===== config.mk =====
export PLATFORM = sky130hd
export DESIGN_NAME = download_mem_arbiter
export DESIGN_NICKNAME = d
export VERILOG_FILES = /design/src/rtl/download_mem_arbiter.sv
export SDC_FILE = /design/constraint.sdc
export NUM_CORES = 1
export LEC_CHECK = 0
export ABC_AREA = 1
export CAP_MARGIN = 5
export CORE_UTILIZATION = 45
export CTS_CLUSTER_DIAMETER = 100
export CTS_CLUSTER_SIZE = 40
export DETAILED_ROUTE_END_ITERATION = 6
export GPL_TIMING_DRIVEN = 0
export PLACE_DENSITY = 0.77
export SLEW_MARGIN = 40
export SYNTH_ARGS = -nofsm -noshare
export SYNTH_HDL_FRONTEND = slang
export SYNTH_SLANG_ARGS = --single-unit

===== constraint.sdc =====
create_clock -name clk -period 3.4 [get_ports clk]
set_clock_uncertainty 0.1 [all_clocks]
set_input_delay 0.51 -clock clk [delete_from_list [all_inputs] [get_ports clk]]
set_output_delay 0.51 -clock clk [all_outputs]
set_load 0.005 [all_outputs]

===== src/rtl/download_mem_arbiter.sv =====
// download_mem_arbiter: arbitrates the single external memory port between the
// download stream (buffered in a small FIFO so it never stalls) and the Z80
// CPU bus. The CPU is held in wait while downloading or while buffered bytes
// remain. It receives a fixed-length reset pulse once a download ends.
module download_mem_arbiter #(
    parameter int FIFO_AW      = 2,
    parameter int RESET_CYCLES = 16
) (
    input  logic        clk,
    input  logic        reset_n,
    input  logic        dl_downloading,
    input  logic        dl_wr,
    input  logic [24:0] dl_addr,
    input  logic [7:0]  dl_data,
    input  logic        cpu_req,
    input  logic        cpu_we,
    input  logic [24:0] cpu_addr,
    input  logic [7:0]  cpu_din,
    output logic        cpu_ack,
    output logic [7:0]  cpu_dout,
    output logic        cpu_wait,
    output logic        cpu_reset,
    output logic        mem_req,
    output logic        mem_we,
    output logic [24:0] mem_addr,
    output logic [7:0]  mem_din,
    input  logic [7:0]  mem_dout,
    input  logic        mem_ack,
    output logic        dl_overflow
);

    localparam int                DEPTH    = 1 << FIFO_AW;
    localparam logic [FIFO_AW:0]  PTR_ONE  = {{FIFO_AW{1'b0}}, 1'b1};
    localparam logic [7:0]        RST_LOAD = 8'(RESET_CYCLES);

    typedef enum logic [2:0] {
        IDLE     = 3'd0,
        DL_ACC   = 3'd1,
        CPU_ACC  = 3'd2,
        GAP      = 3'd3,
        RST_HOLD = 3'd4
    } state_t;

    state_t             state_r, state_s;
    logic [32:0]        fifo_mem_r [DEPTH];
    logic [FIFO_AW:0]   wr_ptr_r, rd_ptr_r;
    logic               empty_s, full_s, push_s, pop_s, drop_s;
    logic [32:0]        head_s;
    logic               dl_prev_r, dl_rise_s, dl_fall_s;
    logic               pending_r, rst_done_s;
    logic [7:0]         rst_cnt_r, rst_cnt_s;
    logic               ovf_r;

    logic               mem_req_r, mem_req_s;
    logic               mem_we_r, mem_we_s;
    logic [24:0]        mem_addr_r, mem_addr_s;
    logic [7:0]         mem_din_r, mem_din_s;
    logic               cpu_ack_r, cpu_ack_s;
    logic [7:0]         cpu_dout_r, cpu_dout_s;
    logic               cpu_wait_r, cpu_wait_s;
    logic               cpu_reset_r, cpu_reset_s;

    // Extra pointer bit distinguishes full from empty when the indices match.
    assign empty_s   = (wr_ptr_r == rd_ptr_r);
    assign full_s    = (wr_ptr_r[FIFO_AW] != rd_ptr_r[FIFO_AW]) &&
                       (wr_ptr_r[FIFO_AW-1:0] == rd_ptr_r[FIFO_AW-1:0]);
    assign pop_s     = (state_r == DL_ACC) && mem_ack;
    assign push_s    = dl_wr && (!full_s || pop_s);
    assign drop_s    = dl_wr && full_s && !pop_s;
    assign head_s    = fifo_mem_r[rd_ptr_r[FIFO_AW-1:0]];
    assign dl_rise_s = dl_downloading && !dl_prev_r;
    assign dl_fall_s = !dl_downloading && dl_prev_r;

    // The falling edge is folded in so the hold-off never dips between the
    // end of a download and the start of the CPU reset pulse.
    assign cpu_wait_s = dl_downloading || !empty_s || (state_r == DL_ACC) ||
                        (state_r == RST_HOLD) || pending_r || dl_fall_s;

    // Download FIFO storage and pointers; a simultaneous pop frees room for a push.
    always_ff @(posedge clk or negedge reset_n) begin
        if (!reset_n) begin
            wr_ptr_r <= '0;
            rd_ptr_r <= '0;
            for (int i = 0; i < DEPTH; i++) begin
                fifo_mem_r[i] <= 33'd0;
            end
        end else begin
            if (push_s) begin
                fifo_mem_r[wr_ptr_r[FIFO_AW-1:0]] <= {dl_addr, dl_data};
                wr_ptr_r <= wr_ptr_r + PTR_ONE;
            end
            if (pop_s) begin
                rd_ptr_r <= rd_ptr_r + PTR_ONE;
            end
        end
    end

    // Download edge tracking, sticky overflow flag and pending CPU reset request.
    always_ff @(posedge clk or negedge reset_n) begin
        if (!reset_n) begin
            dl_prev_r <= 1'b0;
            ovf_r     <= 1'b0;
            pending_r <= 1'b0;
        end else begin
            dl_prev_r <= dl_downloading;
            if (drop_s) begin
                ovf_r <= 1'b1;
            end else if (dl_rise_s) begin
                ovf_r <= 1'b0;
            end
            if (dl_fall_s) begin
                pending_r <= 1'b1;
            end else if (rst_done_s) begin
                pending_r <= 1'b0;
            end
        end
    end

    // Next-state and next-output decode; downloads win over the CPU in IDLE.
    always_comb begin
        state_s     = state_r;
        mem_req_s   = mem_req_r;
        mem_we_s    = mem_we_r;
        mem_addr_s  = mem_addr_r;
        mem_din_s   = mem_din_r;
        cpu_ack_s   = 1'b0;
        cpu_dout_s  = cpu_dout_r;
        cpu_reset_s = cpu_reset_r;
        rst_cnt_s   = rst_cnt_r;
        rst_done_s  = 1'b0;
        case (state_r)
            IDLE: begin
                if (!empty_s) begin
                    state_s                 = DL_ACC;
                    mem_req_s               = 1'b1;
                    mem_we_s                = 1'b1;
                    {mem_addr_s, mem_din_s} = head_s;
                end else if (pending_r) begin
                    state_s     = RST_HOLD;
                    cpu_reset_s = 1'b1;
                    rst_cnt_s   = RST_LOAD;
                end else if (cpu_req && !cpu_wait_r) begin
                    state_s    = CPU_ACC;
                    mem_req_s  = 1'b1;
                    mem_we_s   = cpu_we;
                    mem_addr_s = cpu_addr;
                    mem_din_s  = cpu_din;
                end else begin
                    state_s = IDLE;
                end
            end
            DL_ACC: begin
                if (mem_ack) begin
                    mem_req_s = 1'b0;
                    state_s   = GAP;
                end else begin
                    state_s = DL_ACC;
                end
            end
            CPU_ACC: begin
                if (mem_ack) begin
                    mem_req_s  = 1'b0;
                    cpu_ack_s  = 1'b1;
                    cpu_dout_s = mem_dout;
                    state_s    = GAP;
                end else begin
                    state_s = CPU_ACC;
                end
            end
            GAP: begin
                mem_req_s = 1'b0;
                if (pending_r && empty_s) begin
                    state_s     = RST_HOLD;
                    cpu_reset_s = 1'b1;
                    rst_cnt_s   = RST_LOAD;
                end else begin
                    state_s = IDLE;
                end
            end
            RST_HOLD: begin
                mem_req_s = 1'b0;
                if (dl_fall_s) begin
                    rst_cnt_s = RST_LOAD;
                end else if (dl_downloading) begin
                    rst_cnt_s = rst_cnt_r;
                end else if (rst_cnt_r <= 8'd1) begin
                    state_s     = IDLE;
                    cpu_reset_s = 1'b0;
                    rst_done_s  = 1'b1;
                end else begin
                    rst_cnt_s = rst_cnt_r - 8'd1;
                end
            end
            default: begin
                state_s     = IDLE;
                mem_req_s   = 1'b0;
                cpu_reset_s = 1'b0;
            end
        endcase
    end

    // State and registered output update.
    always_ff @(posedge clk or negedge reset_n) begin
        if (!reset_n) begin
            state_r     <= IDLE;
            rst_cnt_r   <= 8'd0;
            mem_req_r   <= 1'b0;
            mem_we_r    <= 1'b0;
            mem_addr_r  <= 25'd0;
            mem_din_r   <= 8'd0;
            cpu_ack_r   <= 1'b0;
            cpu_dout_r  <= 8'd0;
            cpu_wait_r  <= 1'b0;
            cpu_reset_r <= 1'b0;
        end else begin
            state_r     <= state_s;
            rst_cnt_r   <= rst_cnt_s;
            mem_req_r   <= mem_req_s;
            mem_we_r    <= mem_we_s;
            mem_addr_r  <= mem_addr_s;
            mem_din_r   <= mem_din_s;
            cpu_ack_r   <= cpu_ack_s;
            cpu_dout_r  <= cpu_dout_s;
            cpu_wait_r  <= cpu_wait_s;
            cpu_reset_r <= cpu_reset_s;
        end
    end

    assign mem_req     = mem_req_r;
    assign mem_we      = mem_we_r;
    assign mem_addr    = mem_addr_r;
    assign mem_din     = mem_din_r;
    assign cpu_ack     = cpu_ack_r;
    assign cpu_dout    = cpu_dout_r;
    assign cpu_wait    = cpu_wait_r;
    assign cpu_reset   = cpu_reset_r;
    assign dl_overflow = ovf_r;

endmodule


==> summary.md <==
| Metric | Value |
|---|---|
| CP Max Fanout | 10 |
| Required @ worst endpoint | 3600 ps |
| Most common library cell in the layout ignoring fill and taps | nand2_1 |
| GRT overflow | 0 |
| Diode count | 0 |
| Worst setup path class | flop to flop |
| Sequential share of the synthesized area | 0.536 |
| Clk buf depth | 2 |
| Max-cap violations | 0 |
| Final Power | 11.3 mW |
| RSZ-0062 raised after global routing | no |
| First-pass GRT wire length | 41.8 mm |
| I/O pin count | 128 |
| 1st-iter DRT viols | 676 |
| Worst Setup EP | mem_addr[12] |
| Synth Instances | 1140 |
| H-tree levels | 4 |
| Die width | 145 um |
| Via count | 8177 |
| WP data arrival | 2540 ps |
| Residual DRC count | 0 |
| FILL cells | 1817 |
| Cell Area, Synth | 9240 um2 |
| Post-place setup slack | 846 ps |
| Maximum VDD drop | 0.590 mV |
| I/O Buffers | 127 |
| Fraction of registers with async set/reset | 1.00 |
| Fmax | 426 MHz |
| Critical Path Sink Type | flop |
| Wire per inst | 15.8 um |
| Crit path launch | wr_ptr_r[0] |
| CP startpoint kind | flop |
| R2R cell count | 9 |
| R2R Setup Slk | 1060 ps |
| Dpl cell area | 10900 um2 |
| Syn_nets | 1228 |
| Die Span Y | 145 um |
| Die Area | 21100 um2 |
| Hpwl dp | 17.1 mm |
| CTS tree | done |
| CTS sink count | 198 |
| TritonCTS Buffers | 17 |
| Final hold vios | 0 |
| Period utilization | 0.690 |
| Share of layout cells above drive strength 1 | 0.0737 |
| Final setup viols | 0 |
| Clk_lat worst skew | 440 ps |
| Core area | 20200 um2 |
| Register area | 4950 um2 |
| Most frequent cells in the layout | 427 x nand2_1, 198 x dfrtp_1, 146 x o21ai_0 |
| CTS Root Cell | clkbuf_16 |
| Final Core Density | 0.573 |
| Postcts setup bufs | 0 |
| RePlAce Congestion | 0.901 |
| DRT Wirelength | 24.8 mm |
| Routed Antenna Nets | 0 |
| Largest net degree at the start of global routing | 77 |
| Length of the first detailed-routing pass in iterations | 5 |
| Clock-pin slew on the worst setup and hold paths | 70 ps |
| Warnings from Yosys | 0 |
| Worst r2r src | wr_ptr_r[0] |
| Vias in the first global route | 8154 |
| PD cells | 977 nW/um2 |
| Post-synth EDFFs | 0 |
| Relative slew slack | 0.576 |
| Min-delay worst type | flop to flop |
| Netlist cell types | 28 |
| Syn_area_per_cell | 8.10 um2 |
| Reg-to-reg endpoint | mem_addr[12] |
| Total Nets Final | 1378 |
| Final min period | 2340 ps |
| Final instance area | 11600 um2 |
| LEAKAGE | 5.64 nW |
| Footprint of the multi-input gates | 3580 um2 |
| Vias/cell | 5.20 |
| Starting Density | 0.458 |
| Yosys reg bits | 198 |
| Ys flop type | dfrtp_1 |
| Row cnt | 52 |
| Fin. max-slew vios | 0 |
| Worst Tran Pin Value | 635 ps |
| Status | finished, final reports clean |
| Total GRT Usage | 0.251 |
| Worst Slack Setup Final | 1060 ps |
| Area growth from synthesis to layout | 25.1% |
| Initial antenna violation count | 0 |
==> worst max-delay path: stages (launching register included) <==
cell and delay (ps):
dfrtp_1 430, inv_1 190, nand2_1 80, nand2_1 100, nand3_2 200, nand2_1 210, nand2_1 80, inv_2 100
clkbuf_1 490, o21ai_0 200
==> area by class of cell <==
class	count	share of cell area
clock inverter	14	0.0159
sequential	198	0.429
tap	270	0.0292
timing repair buffer	131	0.118
multi-input combinational	787	0.310
inverter	95	0.0309
buffer	60	0.0302
clock buffer	18	0.0371
==> synthesized netlist by cell type, types with 9 or more instances <==
master    number  share of area
o211ai_1      25          0.020
buf_6          9          0.011
buf_2         15         0.0081
nand3_1       52          0.028
o21ai_0      146          0.079
a21oi_1       34          0.018
nor2_1        42          0.017
dfrtp_1      198           0.54
o21ai_1       16         0.0087
inv_1         91          0.037
nand2_1      427           0.17
buf_4         10         0.0081
o21ai_2       10         0.0095
clkbuf_1      23         0.0093
==> repair_timing <==
| action | 4_1_cts | 5_1_grt |
|---|---|---|
| hold buffers | 1 | 0 |
| gates resized for setup | 0 | 0 |
| endpoints found under the hold margin | 26 | 0 |
| endpoints found under the setup margin | 0 | 0 |
==> cells by family (layout without fill, tap and decap cells) <==
group,count (synthesis),in the layout,synth area share
AND/OR/NAND/NOR,539,539,0.233
AO/OA/AOI/OAI,233,233,0.138
flip-flops,198,198,0.536
buffers and inverters,155,318,0.0764
XOR/XNOR,8,8,0.00758
adder cells (fa/ha/maj),7,7,0.00948
==> per-layer routing <==
layer  vias up  track usage  part of all wire
li1       3931            -                 -
met1      3900        0.343              0.44
met2       303        0.400              0.47
met3        43       0.0462             0.065
met4         0       0.0874             0.021
met5         -            0                 0
==> per-stage QoR <==
step / hold WS (ps) / setup TNS, ps / cells
final: 370 / 0 / 1573
after global routing: 391 / 0 / 1573
after CTS: 370 / 0 / 1573
after detailed placement: 289 / 0 / 1540
after global placement: 347 / -1295720 / 1537
after floorplan: 114 / 0 / 1140
==> flip-flops by register name, summed over array words and instances, names as in the netlist <==
signal,flops
dl_prev_r,1
cpu_wait,1
rst_cnt_r,8
mem_req,1
mem_addr,25
cpu_reset,1
cpu_dout,8
rd_ptr_r,3
mem_we,1
fifo_mem_r,132
mem_din,8
dl_overflow,1
pending_r,1
cpu_ack,1
state_r,3
wr_ptr_r,3
==> worst min-delay path by stage <==
stage | startpoint | endpoint | slack [ps] | cells past startpoint
finish | fifo_mem_r[127] | fifo_mem_r[127] | 370 | 2
CTS | fifo_mem_r[21] | fifo_mem_r[21] | 370 | 2
floorplan | reset_n | cpu_ack | 110 | 0
global placement | fifo_mem_r[10] | fifo_mem_r[10] | 350 | 2
detailed placement | reset_n | fifo_mem_r[109] | 290 | 1
global route | fifo_mem_r[128] | fifo_mem_r[128] | 390 | 2
==> power breakdown <==
group          total [mW]  switching [mW]  internal, mW
Sequential           3.93           0.489          3.44
Clock                2.13           0.955          1.18
Combinational        5.24            3.26          1.97
Note: power is estimated with default switching activity, not from simulation.
